`config.mk`:
```
export PLATFORM = sky130hd
export DESIGN_NAME = band_gain_interp
export DESIGN_NICKNAME = d
export VERILOG_FILES = /design/src/rtl/band_gain_interp.sv
export SDC_FILE = /design/constraint.sdc
export NUM_CORES = 2
export LEC_CHECK = 0
export CORE_ASPECT_RATIO = 1.4
export CORE_MARGIN = 5
export CORE_UTILIZATION = 60
export DETAILED_ROUTE_END_ITERATION = 6
export HOLD_SLACK_MARGIN = 0.15
export PLACE_DENSITY = 0.8
export SYNTH_ARGS = -nofsm -noshare
export SYNTH_HDL_FRONTEND = slang
export SYNTH_SLANG_ARGS = --single-unit
export TNS_END_PERCENT = 50
```
`constraint.sdc`:
```
create_clock -name clk -period 97.9 [get_ports clk]
set_clock_uncertainty 0.15 [all_clocks]
set_input_delay 19.58 -clock clk [delete_from_list [all_inputs] [get_ports clk]]
set_output_delay 19.58 -clock clk [all_outputs]
set_load 0.005 [all_outputs]
```
`src/rtl/band_gain_interp.sv`:
```
// Band gain interpolator: expands 22 band gains into 481 per-bin gains,
// streamed one bin per beat over a valid/ready handshake.
module band_gain_interp #(
    parameter int GW        = 16,
    parameter int NB_BANDS  = 22,
    parameter int FREQ_SIZE = 481
) (
    input  logic                   clk,
    input  logic                   rst,
    input  logic [NB_BANDS*GW-1:0] gains_in,
    input  logic                   in_valid,
    output logic                   in_ready,
    output logic [GW-1:0]          out_gain,
    output logic [8:0]             out_index,
    output logic                   out_valid,
    input  logic                   out_ready,
    output logic                   out_last
);

    localparam int NW = GW + 8;
    localparam logic [8:0] LAST_BIN = 9'(FREQ_SIZE - 1);
    localparam logic [8:0] TAIL_BIN = 9'd400;
    localparam logic [8:0] PRE_TAIL = 9'd399;

    localparam logic [1:0] S_IDLE   = 2'd0;
    localparam logic [1:0] S_INTERP = 2'd1;
    localparam logic [1:0] S_TAIL   = 2'd2;

    // Band edges in units of 4 bins; entries past 21 clamp to the top edge.
    function automatic logic [6:0] band_edge(input logic [4:0] i);
        logic [6:0] e;
        case (i)
            5'd0:    e = 7'd0;
            5'd1:    e = 7'd1;
            5'd2:    e = 7'd2;
            5'd3:    e = 7'd3;
            5'd4:    e = 7'd4;
            5'd5:    e = 7'd5;
            5'd6:    e = 7'd6;
            5'd7:    e = 7'd7;
            5'd8:    e = 7'd8;
            5'd9:    e = 7'd10;
            5'd10:   e = 7'd12;
            5'd11:   e = 7'd14;
            5'd12:   e = 7'd16;
            5'd13:   e = 7'd20;
            5'd14:   e = 7'd24;
            5'd15:   e = 7'd28;
            5'd16:   e = 7'd34;
            5'd17:   e = 7'd40;
            5'd18:   e = 7'd48;
            5'd19:   e = 7'd60;
            5'd20:   e = 7'd78;
            default: e = 7'd100;
        endcase
        return e;
    endfunction

    function automatic logic [6:0] band_width(input logic [4:0] i);
        logic [6:0] d;
        d = band_edge(i + 5'd1) - band_edge(i);
        return {d[4:0], 2'b00};
    endfunction

    logic [1:0]    state_q, state_d;
    logic [GW-1:0] gains_q [NB_BANDS];

    logic          gen_busy_q, gen_busy_d;
    logic [8:0]    gen_bin_q, gen_bin_d;
    logic [4:0]    gen_band_q, gen_band_d;
    logic [6:0]    gen_j_q, gen_j_d;

    logic          s1_valid_q, s1_valid_d;
    logic [NW-1:0] s1_num_q, s1_num_d;
    logic [6:0]    s1_den_q, s1_den_d;
    logic [8:0]    s1_bin_q, s1_bin_d;
    logic          s1_last_q, s1_last_d;

    logic          out_valid_q, out_valid_d;
    logic [GW-1:0] out_gain_q, out_gain_d;
    logic [8:0]    out_index_q, out_index_d;
    logic          out_last_q, out_last_d;

    logic          accept;
    logic          out_fire;
    logic          out_adv;
    logic          s1_adv;
    logic          gen_fire;
    logic [4:0]    band_c;
    logic [GW-1:0] ga;
    logic [GW-1:0] gb;
    logic [6:0]    n_w;
    logic          in_interp;
    logic [NW-1:0] num;
    logic [NW-1:0] quot;

    assign in_ready  = (state_q == S_IDLE);
    assign accept    = in_valid && in_ready;
    assign out_fire  = out_valid_q && out_ready;
    assign out_adv   = !out_valid_q || out_ready;
    assign s1_adv    = !s1_valid_q || out_adv;
    assign gen_fire  = gen_busy_q && s1_adv;

    assign out_valid = out_valid_q;
    assign out_gain  = out_gain_q;
    assign out_index = out_index_q;
    assign out_last  = out_last_q;

    // Numerator for the bin the generator is about to issue.
    always_comb begin
        band_c    = (gen_band_q > 5'd20) ? 5'd20 : gen_band_q;
        ga        = gains_q[band_c];
        gb        = gains_q[band_c + 5'd1];
        n_w       = band_width(band_c);
        in_interp = (gen_bin_q < TAIL_BIN);
        num       = NW'(ga) * NW'(n_w - gen_j_q)
                  + NW'(gb) * NW'(gen_j_q);
    end

    always_comb begin
        state_d = state_q;
        case (state_q)
            S_IDLE:   if (accept) state_d = S_INTERP;
            S_INTERP: if (out_fire && out_index_q == PRE_TAIL) state_d = S_TAIL;
            S_TAIL:   if (out_fire && out_last_q) state_d = S_IDLE;
            default:  state_d = S_IDLE;
        endcase
    end

    always_comb begin
        gen_busy_d = gen_busy_q;
        gen_bin_d  = gen_bin_q;
        gen_band_d = gen_band_q;
        gen_j_d    = gen_j_q;
        if (accept) begin
            gen_busy_d = 1'b1;
            gen_bin_d  = '0;
            gen_band_d = '0;
            gen_j_d    = '0;
        end else if (gen_fire) begin
            gen_bin_d  = gen_bin_q + 9'd1;
            gen_busy_d = (gen_bin_q != LAST_BIN);
            if (in_interp) begin
                if (gen_j_q == n_w - 7'd1) begin
                    gen_j_d    = '0;
                    gen_band_d = gen_band_q + 5'd1;
                end else begin
                    gen_j_d = gen_j_q + 7'd1;
                end
            end
        end
    end

    // Tail bins divide zero by one so the output stage needs no special case.
    always_comb begin
        s1_valid_d = s1_valid_q;
        s1_num_d   = s1_num_q;
        s1_den_d   = s1_den_q;
        s1_bin_d   = s1_bin_q;
        s1_last_d  = s1_last_q;
        if (s1_adv) begin
            s1_valid_d = gen_fire;
            if (gen_fire) begin
                s1_num_d  = in_interp ? num : '0;
                s1_den_d  = in_interp ? n_w : 7'd1;
                s1_bin_d  = gen_bin_q;
                s1_last_d = (gen_bin_q == LAST_BIN);
            end
        end
    end

    always_comb begin
        quot        = s1_num_q / NW'(s1_den_q);
        out_valid_d = out_valid_q;
        out_gain_d  = out_gain_q;
        out_index_d = out_index_q;
        out_last_d  = out_last_q;
        if (out_adv) begin
            out_valid_d = s1_valid_q;
            if (s1_valid_q) begin
                out_gain_d  = GW'(quot);
                out_index_d = s1_bin_q;
                out_last_d  = s1_last_q;
            end else begin
                out_last_d  = 1'b0;
            end
        end
    end

    always_ff @(posedge clk) begin
        if (rst) begin
            state_q     <= S_IDLE;
            gen_busy_q  <= 1'b0;
            gen_bin_q   <= '0;
            gen_band_q  <= '0;
            gen_j_q     <= '0;
            s1_valid_q  <= 1'b0;
            s1_num_q    <= '0;
            s1_den_q    <= 7'd1;
            s1_bin_q    <= '0;
            s1_last_q   <= 1'b0;
            out_valid_q <= 1'b0;
            out_gain_q  <= '0;
            out_index_q <= '0;
            out_last_q  <= 1'b0;
            for (int k = 0; k < NB_BANDS; k++) gains_q[k] <= '0;
        end else begin
            state_q     <= state_d;
            gen_busy_q  <= gen_busy_d;
            gen_bin_q   <= gen_bin_d;
            gen_band_q  <= gen_band_d;
            gen_j_q     <= gen_j_d;
            s1_valid_q  <= s1_valid_d;
            s1_num_q    <= s1_num_d;
            s1_den_q    <= s1_den_d;
            s1_bin_q    <= s1_bin_d;
            s1_last_q   <= s1_last_d;
            out_valid_q <= out_valid_d;
            out_gain_q  <= out_gain_d;
            out_index_q <= out_index_d;
            out_last_q  <= out_last_d;
            if (accept) begin
                for (int k = 0; k < NB_BANDS; k++)
                    gains_q[k] <= gains_in[k*GW +: GW];
            end
        end
    end

endmodule

```
# Yosys cells after proc, flatten, opt, wreduce, memory -nomap -nowiden
# Memories as Yosys holds them, arrays and structs flattened.
# Cells that the tools add are included.
# op_classes
n_eq_ne	9
div	1
addsub	8
reduce_logical	17
n_bitwise	22
order_cmp	2
n_mul	2
n_mux	38
# ops
operator	n
16-bit 2-to-1 mux	22
24-bit by 23-bit adder with 24-bit output	1
24-bit by 7-bit divider with 24-bit output	1
17-bit by 8-bit multiplier with 24-bit output	1
24-bit 2-to-1 mux	1
16-bit by 7-bit multiplier with 23-bit output	1
1-bit bitwise OR	22
9-bit equality test, second input constant	2
7-bit 2-to-1 mux	2
5-bit by 1-bit adder with 5-bit output, second input constant	2
9-bit by 1-bit adder with 9-bit output, second input constant	1
9-bit < comparator, second input constant	1
9-bit != test, second input constant	1
1-bit 2-to-1 mux	8
7-bit by 7-bit subtractor with 8-bit output	1
7-bit by 1-bit adder with 7-bit output, second input constant	1
7-bit equality test	1
7-bit by 1-bit subtractor with 7-bit output, second input constant	1
2-bit 2-to-1 mux	3
2-bit one-hot mux with 3 select lines	1
2-bit AND reduction	3
3-bit AND reduction	2
5-bit greater-than comparator, second input constant	1
1-bit logical AND	5
11 further kinds	14
# totals
register_bits	93
ramBits	352
in_bits	356
mem_bits_ro	448
mem_count	3
wordCells	116
out_inout_bits	28
# memory_table
memory	depth	width	read_ports	rd_clocked_by_memory_dff	wr	line	rtl
gains_q	22	16	2	0	22	66	logic [GW-1:0] gains_q [NB_BANDS];
(no name shown)	32	7	1	0	0	32	case (i)
(no name shown)	32	7	1	0	0	32	

# Depth between registers and ports, before layout
# An unclocked memory read counts as a cell.
# logic_depth
word_depth	9
depth_mapped	236
mapped_depth_nobuf	220

# Worst setup path after synthesis
# No wires, ideal clock.
# synth_path
path_type	register to register
startpoint	register s1_den_q[0]
endpoint	register out_gain_q[0], in the netlist out_gain[0]
setup_time_ns	0.137
t_arrival_ns	42.837
period_less_slack_ns	43.124
stages_incl_launch_ff	213
setup_slack_ns	54.776
path_cell_list	dfxtp_1 > inv_1 > ha_1 > o21bai_1 > a21oi_1 > ha_1 > a2111oi_2 > a21o_1 > nor3_1 > xnor2_1 > ha_1 > nand2_1 > o211ai_1 > nor2_1 > a21o_1 > and2_1 > clkbuf_1 > o21ai_0 > [177 not listed] > a21oi_1 > o22ai_1 > nor2_1 > nand3b_1 > mux2_1 > a211oi_2 > nand4_1 > or2_1 > clkbuf_1 > nor2_1 > a21oi_1 > ha_1 > a21o_1 > a211oi_1 > nand4_1 > a2111o_1 > nor4_2 > a41oi_1
# synth_via
elab_chain_len	1
# synth_rtl
item	line	rtl
start, declared	75	logic [6:0] s1_den_q, s1_den_d;
start signal, assigned	215	s1_den_q <= s1_den_d;
24-bit by 7-bit divider with 24-bit output	173	quot = s1_num_q / NW'(s1_den_q);
end signal, assigned	219	out_gain_q <= out_gain_d;
end, declared	80	logic [GW-1:0] out_gain_q, out_gain_d;
# No other way between the ends.
# A chain may end at the register's enable or synchronous reset.

# Worst setup path in the final report
# Same ends and word-level chain as after synthesis.

==> run_results.csv <==
group,metric,value,unit
critical_path,crit_path_max_fanout,24,
cts,post_cts_resized,0,
final_layout,drive_above_1_share,7.13,%
status,outcome,"complete, no violations",
sta,setup_slack,48.02,ns
critical_path,rr_startpoint,"s1_den_q[0]$_SDFFE_PP1P_",
cts,clock_sink_count,444,
drt,vias_per_cell,6.39,
synth,edff_count_synth,352,
floorplanning,floorplan.die_area,0.0771,mm^2
synth,ys_types,132,
floorplanning,die_h,327,um
cts,worstSkewPairLatency,0.61,ns
cts,worst_setup_hold_path_clk_slew,0.07,ns
critical_path,critical_path.reg2reg.endpoint,"out_gain[0]$_SDFFE_PP0P_",
cts,root_buf_cell,"clkbuf_16",
hold_path,hp-start,"s1_bin_q[8]$_SDFFE_PP0P_",
synth,synth-seq-cells,444,
drt,met3_wirelength,11.3,mm
hold_path,min_delay_path_depth,2,
cts,tritoncts,"yes",
floorplanning,die-width,236,um
hold_path,holdCritPathClass,"register to register",
global_routing,grt.total_usage,34.3,%
floorplanning,pin_count,384,
placed_design,dp_hpwl,106,mm
floorplanning,initial_utilization,60.3,%
critical_path,critPathCaptureType,"register",
critical_path,crit_path_top_delay_cell,"or4_1",
critical_path,timing.reg2reg.setup_slack,48.02,ns
synth,synth_warnings,0,
global_routing,grt-ovfl-total,0,
synth,leading_cell_types_by_count_after_synthesis,"nand2_1 (659), edfxtp_1 (352), nor2_1 (335)",
floorplanning,placementRows,116,
synth,post_synth_inst_count,4880,
sta,setup_repair_after_global_routing_missed_its_margin,"false",
sta,period_share,50.9,%
sta,tns,0,ns
drt,dr.first_iter.drc_count,3710,
drt,drt_drc_violations_left,0,
global_routing,antenna_found_initial,4,
synth,syn_area,0.0430,mm^2
critical_path,worst-setup-path-type,"register to register",
critical_path,timing.critical_path.required,98.22,ns
cts,clock_path_buffers,3,
synth,syn_nets,5660,
placed_design,io_buffer_count,383,
synth,cell_type_with_the_largest_total_area_after_synthesis,"edfxtp_1",
synth,synth.area.top_cells,"edfxtp_1 (25%), fa_1 (9.1%), ha_1 (6.7%)",
drt,highest_layer_used_for_signal_routing,"met4",
synth,post-synth-top-area-fraction,24.6,%
placed_design,place.gp.congestion,0.963,
sta,timing.final.max_slew_violations,0,
synth,synth_most_common_cell,"nand2_1",
sta,fmax,20.0,MHz
synth,yosysSeqAreaShare,28.9,%
synth,synthFlopType,"edfxtp_1",
sta,max-slew-margin-rel,4.21,%
synth,asyncSetResetFlopFracSynth,0,%
drt,detail-route-antenna-nets,0,
critical_path,worst_path_largest_cell_delay,0.80,ns
cts,numCtsBuffers,46,
cts,htree_levels,2,
sta,actual_slew_at_the_worst_max_slew_pin,1.43,ns
global_routing,first_global_vias,38876,
critical_path,cp-start-kind,"register",
final_layout,fillCellCount,5578,
sta,setup_viol_count_final,0,
critical_path,timing.critical_path.arrival,50.20,ns
cts,cts-hold-fix-buffers,0,
drt,wl_met1,47.4,mm
drt,firstDrtPassIters,6,
global_routing,wire_length_of_the_first_global_routing_pass,212,mm
drt,detailroute.via_count,38965,
placed_design,post-place-ws,49.02,ns
drt,wl,137,mm
global_routing,largest_net_degree_at_the_start_of_global_routing,190,
cts,post-cts-setup-buffer-count,0,
final_layout,layout.nets,5891,
sta,finalCriticalPeriod,49.88,ns
hold_path,hold_end,"out_index[8]$_SDFFE_PP0P_",
floorplanning,core_footprint,0.0713,mm^2
synth,syn_avg_cell_area,8.80,um^2
critical_path,cp_common_cell,"ha_1",
critical_path,reg2regPathDepth,197,
flow_run,cap_viol_max_count,0,
drt,met2_length,67.0,mm
sta,timing_hold_violations_final,0,
final_layout,flow.area_growth_from_synthesis,14.1,%
drt,wl_per_cell,22.6,um
[state kept, by name (all words and copies together), names as in the netlist]
register    count
out_gain       16
out_last        1
gen_j_q         7
out_valid       1
s1_valid_q      1
gains_q       352
s1_bin_q        9
gen_busy_q      1
gen_band_q      5
s1_num_q       24
state_q         2
gen_bin_q       9
s1_last_q       1
s1_den_q        6
out_index       9
[logic make-up (layout without fill, tap and decap cells)]
group	count (synthesis)	count (layout)	synth area share, %
adder cells (fa/ha/maj)	425	425	15.8
multiplexers	148	148	5.09
buffers and inverters	576	844	5.13
XOR/XNOR	182	182	3.75
AND/OR/NAND/NOR	2078	2078	24.4
flip-flops	444	444	28.9
other	0	3	0
AO/OA/AOI/OAI	1027	1027	16.9
[critical path: cells and delay by family (launching register included)]
kind | cells | cell delay, ns
buffers and inverters | 6 | 0.74
XOR/XNOR | 4 | 0.70
multiplexers | 6 | 2.19
adder cells (fa/ha/maj) | 23 | 8.26
flip-flops | 1 | 0.34
AO/OA/AOI/OAI | 70 | 16.25
AND/OR/NAND/NOR | 88 | 20.96
[per-stage QoR]
step	hold slack, ns	utilization (%)	cells	area [um^2]
CTS	0.309	68.8	6091	49000
finish	0.303	68.8	6095	49000
global placement	0.289	66.6	6006	47500
detailed placement	0.299	66.6	6006	47500
floorplan	0.282	-	4880	43000
global route	0.328	68.8	6092	49000
[area by class of cell]
type                       instances  area, um^2  area share, %
clock buffer                      53        1200           2.45
timing repair buffer             434        4230           8.63
multi-input combinational       3860       28400           58.0
antenna                            3        7.51         0.0153
inverter                         325        1220           2.50
tap                              944        1180           2.41
clock inverter                    32         338          0.689
sequential                       444       12400           25.3
[how the worst max path moves through the flow]
stage	endpoint	slack, ns	from	cells past startpoint
detailed placement	out_gain[0]$_SDFFE_PP0P_	49.02	s1_den_q[0]$_SDFFE_PP1P_	198
finish	out_gain[0]$_SDFFE_PP0P_	48.02	s1_den_q[0]$_SDFFE_PP1P_	197
floorplan	out_gain[0]$_SDFFE_PP0P_	54.78	s1_den_q[0]$_SDFFE_PP1P_	212
CTS	out_gain[0]$_SDFFE_PP0P_	48.86	s1_den_q[0]$_SDFFE_PP1P_	198
global route	out_gain[0]$_SDFFE_PP0P_	43.74	s1_den_q[0]$_SDFFE_PP1P_	196
global placement	out_gain[0]$_SDFFE_PP0P_	50.55	s1_den_q[0]$_SDFFE_PP1P_	196
[placed cells by master (no fill, tap or decap), types with 82 or more instances in the layout]
cell and count:
nand2b_1 84, ha_1 227, clkdlybuf4s50_1 382, xnor2_1 110, nor2b_1 92, edfxtp_1 352
nand2_1 656, nand3_1 204, fa_1 195, and2_1 323, nor2_1 331, o21ai_0 123
a21oi_1 233, dfxtp_1 92, inv_1 319, nor3_1 82
[metal layers]
metal	up-vias	GRT usage [%]
li1	17887	-
met1	18451	39.2
met2	2040	59.6
met3	587	4.99
met4	0	23.0
met5	-	0
Power is left out: the tool's default activity adds up to more than one toggle a clock period on the data nets, which glitch-free logic cannot reach.
